$ cat config.mk
export PLATFORM = sky130hd
export DESIGN_NAME = eco32_core_jpu_jcr_ctrl
export DESIGN_NICKNAME = d
export VERILOG_FILES = /design/src/rtl/eco32_core_jpu_jcr_ctrl.sv
export SDC_FILE = /design/constraint.sdc
export NUM_CORES = 1
export LEC_CHECK = 0
export ABC_AREA = 1
export BUFFER_PORTS_ARGS = -buffer_cell sky130_fd_sc_hd__buf_2
export CAP_MARGIN = 20
export CORE_MARGIN = 2
export CORE_UTILIZATION = 45
export DETAILED_ROUTE_END_ITERATION = 10
export PLACE_DENSITY = 0.81
export SYNTH_ARGS = -nofsm -noshare
export SYNTH_HDL_FRONTEND = slang
export SYNTH_SLANG_ARGS = --single-unit
$ cat constraint.sdc
create_clock -name clk -period 2.4 [get_ports clk]
set_input_delay 0.24 -clock clk [delete_from_list [all_inputs] [get_ports clk]]
set_output_delay 0.24 -clock clk [all_outputs]
set_load 0.01 [all_outputs]
$ cat src/rtl/eco32_core_jpu_jcr_ctrl.sv
// eco32_core_jpu_jcr_ctrl: init sweep and round-robin write arbitration for the JPU jump/syscall register banks
module eco32_core_jpu_jcr_ctrl #(
  parameter logic [31:0] INIT_DATAL = 32'h0000_0000,
  parameter logic [31:0] INIT_DATAH = 32'h0000_0000
) (
  input  logic        clk,
  input  logic        rst,
  input  logic        i_clr,
  input  logic        r0_req,
  input  logic [1:0]  r0_wen,
  input  logic        r0_tid,
  input  logic [3:0]  r0_addr,
  input  logic [31:0] r0_dataL,
  input  logic [31:0] r0_dataH,
  output logic        r0_ack,
  input  logic        r1_req,
  input  logic [1:0]  r1_wen,
  input  logic        r1_tid,
  input  logic [3:0]  r1_addr,
  input  logic [31:0] r1_dataL,
  input  logic [31:0] r1_dataH,
  output logic        r1_ack,
  output logic [1:0]  jcr_wen,
  output logic        jcr_tid,
  output logic [3:0]  jcr_addr,
  output logic [31:0] jcr_dataL,
  output logic [31:0] jcr_dataH,
  output logic        o_ready,
  output logic        o_busy
);
  typedef enum logic {INIT, RUN} state_t;
  state_t      state_q, state_d;
  logic [4:0]  cnt_q, cnt_d;
  logic        ptr_q, ptr_d;
  logic [1:0]  wen_q, wen_d;
  logic        tid_q, tid_d;
  logic [3:0]  addr_q, addr_d;
  logic [31:0] dl_q, dl_d, dh_q, dh_d;
  logic        run, g0, g1;
  // ptr_q=0 favours port 0 when both request; a clear pulse blocks grants that cycle
  always_comb begin
    run = (state_q == RUN);
    g0  = run && !i_clr && r0_req && (!r1_req || !ptr_q);
    g1  = run && !i_clr && r1_req && (!r0_req || ptr_q);
    state_d = run ? (i_clr ? INIT : RUN) : (cnt_q == 5'd31 ? RUN : INIT);
    cnt_d   = run ? 5'd0 : cnt_q + 5'd1;
    ptr_d   = g0 ? 1'b1 : g1 ? 1'b0 : ptr_q;
    wen_d   = !run ? 2'b11 : g0 ? r0_wen : g1 ? r1_wen : 2'b00;
    tid_d   = !run ? cnt_q[4] : g0 ? r0_tid : g1 ? r1_tid : tid_q;
    addr_d  = !run ? cnt_q[3:0] : g0 ? r0_addr : g1 ? r1_addr : addr_q;
    dl_d    = !run ? INIT_DATAL : g0 ? r0_dataL : g1 ? r1_dataL : dl_q;
    dh_d    = !run ? INIT_DATAH : g0 ? r0_dataH : g1 ? r1_dataH : dh_q;
  end
  // state, sweep counter, arbitration pointer and the registered write bus
  always_ff @(posedge clk or posedge rst) begin
    if (rst) begin
      state_q <= INIT;
      cnt_q   <= '0;
      ptr_q   <= 1'b0;
      wen_q   <= '0;
      tid_q   <= 1'b0;
      addr_q  <= '0;
      dl_q    <= '0;
      dh_q    <= '0;
    end else begin
      state_q <= state_d;
      cnt_q   <= cnt_d;
      ptr_q   <= ptr_d;
      wen_q   <= wen_d;
      tid_q   <= tid_d;
      addr_q  <= addr_d;
      dl_q    <= dl_d;
      dh_q    <= dh_d;
    end
  end
  assign r0_ack    = g0;
  assign r1_ack    = g1;
  assign jcr_wen   = wen_q;
  assign jcr_tid   = tid_q;
  assign jcr_addr  = addr_q;
  assign jcr_dataL = dl_q;
  assign jcr_dataH = dh_q;
  assign o_ready   = run;
  assign o_busy    = |wen_q;
endmodule

Yosys cells after proc, flatten, opt, wreduce, memory -nomap -nowiden
Index checks and enable logic that the tools add are counted.
{"block": "totals", "reg_bits": 78, "inputBits": 147, "output_inout_bits": 75, "word_cells": 45}
{"block": "classes", "addsub": 1, "n_eq_ne": 2, "n_mux": 21, "reduce_logical": 13}
{"operator": "32-bit two-way mux", "count": 6}
{"operator": "4-bit two-way mux", "count": 3}
{"operator": "1-bit two-way mux", "count": 8}
{"operator": "2-bit two-way mux", "count": 3}
{"operator": "5-bit by 1-bit adder with 5-bit output, second input constant", "count": 1}
{"operator": "5-bit == test, second input constant", "count": 1}
{"operator": "1-bit logical AND", "count": 5}
{"operator": "5-bit two-way mux", "count": 1}
{"operator": "1-bit logical NOT", "count": 4}
{"operator": "3-bit != test, second input constant", "count": 1}
{"operator": "1-bit logical OR", "count": 2}
{"operator": "2-bit nonzero test", "count": 1}
{"operator": "2-bit OR reduction", "count": 1}

Logic depth before layout (Yosys ltp)
{"block": "depth", "ltp_word": 7, "mapped_depth": 10, "mapped_depth_nobuf": 8}

Worst setup path before layout
Ideal clock, no wire load.
{"block": "synth_timing", "path_kind": "flip-flop to flip-flop", "start": "reg state_q (netlist: o_ready)", "end": "reg addr_q[3] (netlist: jcr_addr[3])", "setup_time_ns": 0.124, "t_arrival_ns": 1.288, "required_time_ns": 2.276, "path_slack_ns": 0.988, "path_stages_with_launch": 11, "n_path_buf": 3, "synth_period_minus_slack_ns": 1.412, "cell_sequence": "dfrtp_1 > buf_4 > inv_4 > nor2_8 > o21ai_1 > nand2_1 > inv_2 > buf_4 > buf_6 > nand2_1 > nand3_1"}
{"block": "synth_via", "elab_chain_len": 5, "word_cells_on_any_way": 8, "classes_between": "eq/ne (1); mux (2); reduce/logical (5)"}
{"item": "start, declared", "line": "32", "rtl": "state_t state_q, state_d;"}
{"item": "start signal, assigned", "line": "66", "rtl": "state_q <= state_d;"}
{"item": "1-bit logical AND", "line": "43, 44"}
{"item": "1-bit logical AND (2 in a row)", "line": "43", "rtl": "g0 = run && !i_clr && r0_req && (!r1_req || !ptr_q);"}
{"item": "4-bit two-way mux (2 in a row)", "line": "50", "rtl": "addr_d = !run ? cnt_q[3:0] : g0 ? r0_addr : g1 ? r1_addr : addr_q;"}
{"item": "end signal, assigned", "line": "71", "rtl": "addr_q <= addr_d;"}
{"item": "end, declared", "line": "37", "rtl": "logic [3:0] addr_q, addr_d;"}
Parallel ways exist; a longest one is shown, timed or not.
A chain may end at the register's enable or synchronous reset.

Final worst setup path
{"block": "layout_timing", "start": "reg state_q (netlist: o_ready)", "end": "out r0_ack"}
{"block": "layout_via", "elab_chain_len": 3}
{"item": "1-bit logical AND (3 in a row)", "line": "43"}
{"item": "end, declared", "line": "15", "rtl": "output logic r0_ack,"}
No other way between the ends.

==> impl_metrics.tcl <==
set metrics [dict create \
    hold-path-endpoint "jcr_wen[1]$_DFF_PP0_" \
    sw_frac_of_total 0.3220 \
    dpl_worst_slack_ns 0.6413 \
    netlist_area_um2 4049 \
    final_nets 934 \
    dp_hpwl_mm 8.108 \
    cp_max_fo 11 \
    post_cts_resized 0 \
    r2r_cells 7 \
    outcome "finished, final reports clean" \
    p_leak_nw 3.361 \
    fin_area_um2 5411 \
    switchingPower_mw 1.160 \
    fin_skew_ns 0.01737 \
    r2r_end "jcr_dataH[4]$_DFFE_PP0P_" \
    die_w_um 98.86 \
    clk_latency_ns 0.35 \
    path_class "flop to primary output" \
    core_um2 8721 \
    postRouteAntennaNets 0 \
    multi_input_area_um2 1603 \
    final_layout_size_suffix_gt1_frac 0.3156 \
    num_vias 4244 \
    synth.most_common_cell "nand2_1" \
    holdCritStartpoint "r1_wen[1]" \
    core.rowCount 34 \
    antennaDiodeCount 0 \
    drc 0 \
    reg2reg_from "o_ready$_DFF_PP0_" \
    dr.first_iter.drc_count 107 \
    clockBufferDepth 2 \
    maxCapViolCount 0 \
    nFillCells 797 \
    synth_top_flop_cell "dfrtp_1" \
    dieArea_um2 9772 \
    start_kind "flop" \
    hold_depth 3 \
    antenna_found_initial 0 \
    synthCells 574 \
    relSlewSlack 0.5586 \
    placed_area_um2 5189 \
    p_seq_frac 0.450 \
    maxSlewViolCount 0 \
    postCtsSetupRepairBufs 0 \
    peakVddDrop_v 0.0004680 \
    yosysWarnings 0 \
    fmax_mhz 507.8 \
    root_buffer "clkbuf_8" \
    post-route-min-period_ns 1.969 \
    p_total_mw 3.601 \
    cts_max_level 3 \
    register_area_um2 1952 \
    portBuffers 221 \
    vias_per_cell 4.731 \
    rsz0062_at_grt "false" \
    pwr-share-clk 0.293 \
    ys_seq_area_frac 0.4821 \
    end_kind "primary output" \
    grt_usage 0.2214 \
    yosys-top-cells-area "dfrtp_1 (48%), nand2_1 (21%), inv_1 (7.5%)" \
    gp_congestion 0.8378 \
    initial_core_util 0.4643 \
    cts_sinks 78 \
    cts_tree "built" \
    detail_route.wl_per_cell_um 12.06 \
    required_ns 2.16 \
    avgSynthCellArea_um2 7.054 \
    tns_ns 0 \
    ys_types 20 \
    combPwrFrac 0.257 \
    worst-r2r-setup-slack_ns 0.63 \
    numCtsBuffers 9 \
    synth.net_count 723 \
    grt_pass1_wl_mm 17.71 \
    hold_class "input port to flop" \
    syn_to_final_growth_pct 33.65 \
    async_flop_share 1.000 \
    synth-seq-cells 78 \
    finalCritPeriodShare 0.8205 \
    synth_edf_count 0 \
    routed_wl_mm 10.81 \
    worst_slack_ns 0.4307 \
    cts_hold_buf 1 \
    first_pass_iters 4 \
    grt_pass1_vias 4030 \
    cellPowerDensity_nw_per_um2 665.5 \
    worst_pin_slew_ns 0.6613 \
    final-hold-violation-count 0 \
    cts.clk_slew.worst_paths_ns 0.08 \
    yosys.area.top_type_share 0.4821 \
    power.internal_mw 2.442 \
    yosys.area.top_type "dfrtp_1" \
    grt_max_degree 70 \
    grt_overflow 0 \
    num_io_pins 222 \
    fp.dieH_um 98.86 \
    finalSetupViolations 0 \
    yosys-top-cells-count "nand2_1 (223), inv_1 (81), dfrtp_1 (78)" \
    cp.arrival_ns 1.73 \
]
==> state kept, by name (all words and copies together), names as in the netlist <==
register,flops
o_ready,1
jcr_tid,1
cnt_q,5
jcr_addr,4
ptr_q,1
jcr_dataL,32
jcr_wen,2
jcr_dataH,32
==> worst max-delay path, cell delays in order (launching register included) <==
cell and delay (ns):
dfrtp_1 0.60, nand3_1 0.17, nor2_1 0.40, buf_2 0.22
==> power groups by stage <==
stage / combinational, mW / clock (mW) / sequential [mW]
after floorplan: 0.524 / 0 / 1.68
after global placement: 0.904 / 0 / 1.64
after detailed placement: 0.934 / 0 / 1.64
after CTS: 0.939 / 1.08 / 1.62
after global routing: 1.05 / 1.14 / 1.64
final: 0.926 / 1.05 / 1.62
==> placed cells by master (no fill, tap or decap), drive strengths merged <==
master         n
bufinv         2
nand3         14
inv           82
clkinv         3
buf          228
dlygate4sd3    1
xor2           1
nor2          73
dfrtp         78
or2            1
ha             2
a21oi          1
nand2        224
clkbuf        10
clkinvlp       1
o21ai         67
nand4          1
==> layer usage <==
| metal | track usage | up-vias | wire length [µm] |
|---|---|---|---|
| met2 | 0.3872 | 178 | 5378 |
| met1 | 0.2698 | 1915 | 4401 |
| met4 | 0.08008 | 0 | 187 |
| met3 | 0.04681 | 23 | 847 |
| met5 | 0 | - | 0 |
| li1 | - | 2128 | - |
==> through the flow <==
step	std cells	util	hold WS, ns
after floorplan	574	-	0.3492
after global placement	881	0.5950	0.3519
after detailed placement	881	0.5950	0.3549
after CTS	897	0.6205	0.09481
after global routing	897	0.6205	0.09181
final	897	0.6205	0.1295
==> how the worst max path moves through the flow <==
stage | to | depth (start not counted) | startpoint | slack, ns
after floorplan | cnt_q[0]$_DFF_PP0_ | 1 | rst | 0.16
after global placement | jcr_dataH[13]$_DFFE_PP0P_ | 7 | o_ready$_DFF_PP0_ | 0.76
after detailed placement | jcr_dataH[12]$_DFFE_PP0P_ | 7 | o_ready$_DFF_PP0_ | 0.64
after CTS | r1_ack | 5 | o_ready$_DFF_PP0_ | 0.44
after global routing | r1_ack | 5 | o_ready$_DFF_PP0_ | 0.32
final | r0_ack | 3 | o_ready$_DFF_PP0_ | 0.43
==> kinds of logic (layout without fill, tap and decap cells) <==
group,Yosys count,after routing,synth area share
buffers and inverters,112,327,0.1239
AO/OA/AOI/OAI,68,68,0.08405
flip-flops,78,78,0.4821
adder cells (fa/ha/maj),2,2,0.006179
AND/OR/NAND/NOR,313,313,0.3016
XOR/XNOR,1,1,0.002164
==> final cells by class <==
type | instances | share of cell area
multi-input combinational | 384 | 0.2962
clock inverter | 5 | 0.01572
inverter | 83 | 0.05827
timing repair buffer | 229 | 0.2206
tap | 108 | 0.02497
clock buffer | 10 | 0.02358
sequential | 78 | 0.3607
Power figures use the tool's default switching activity.
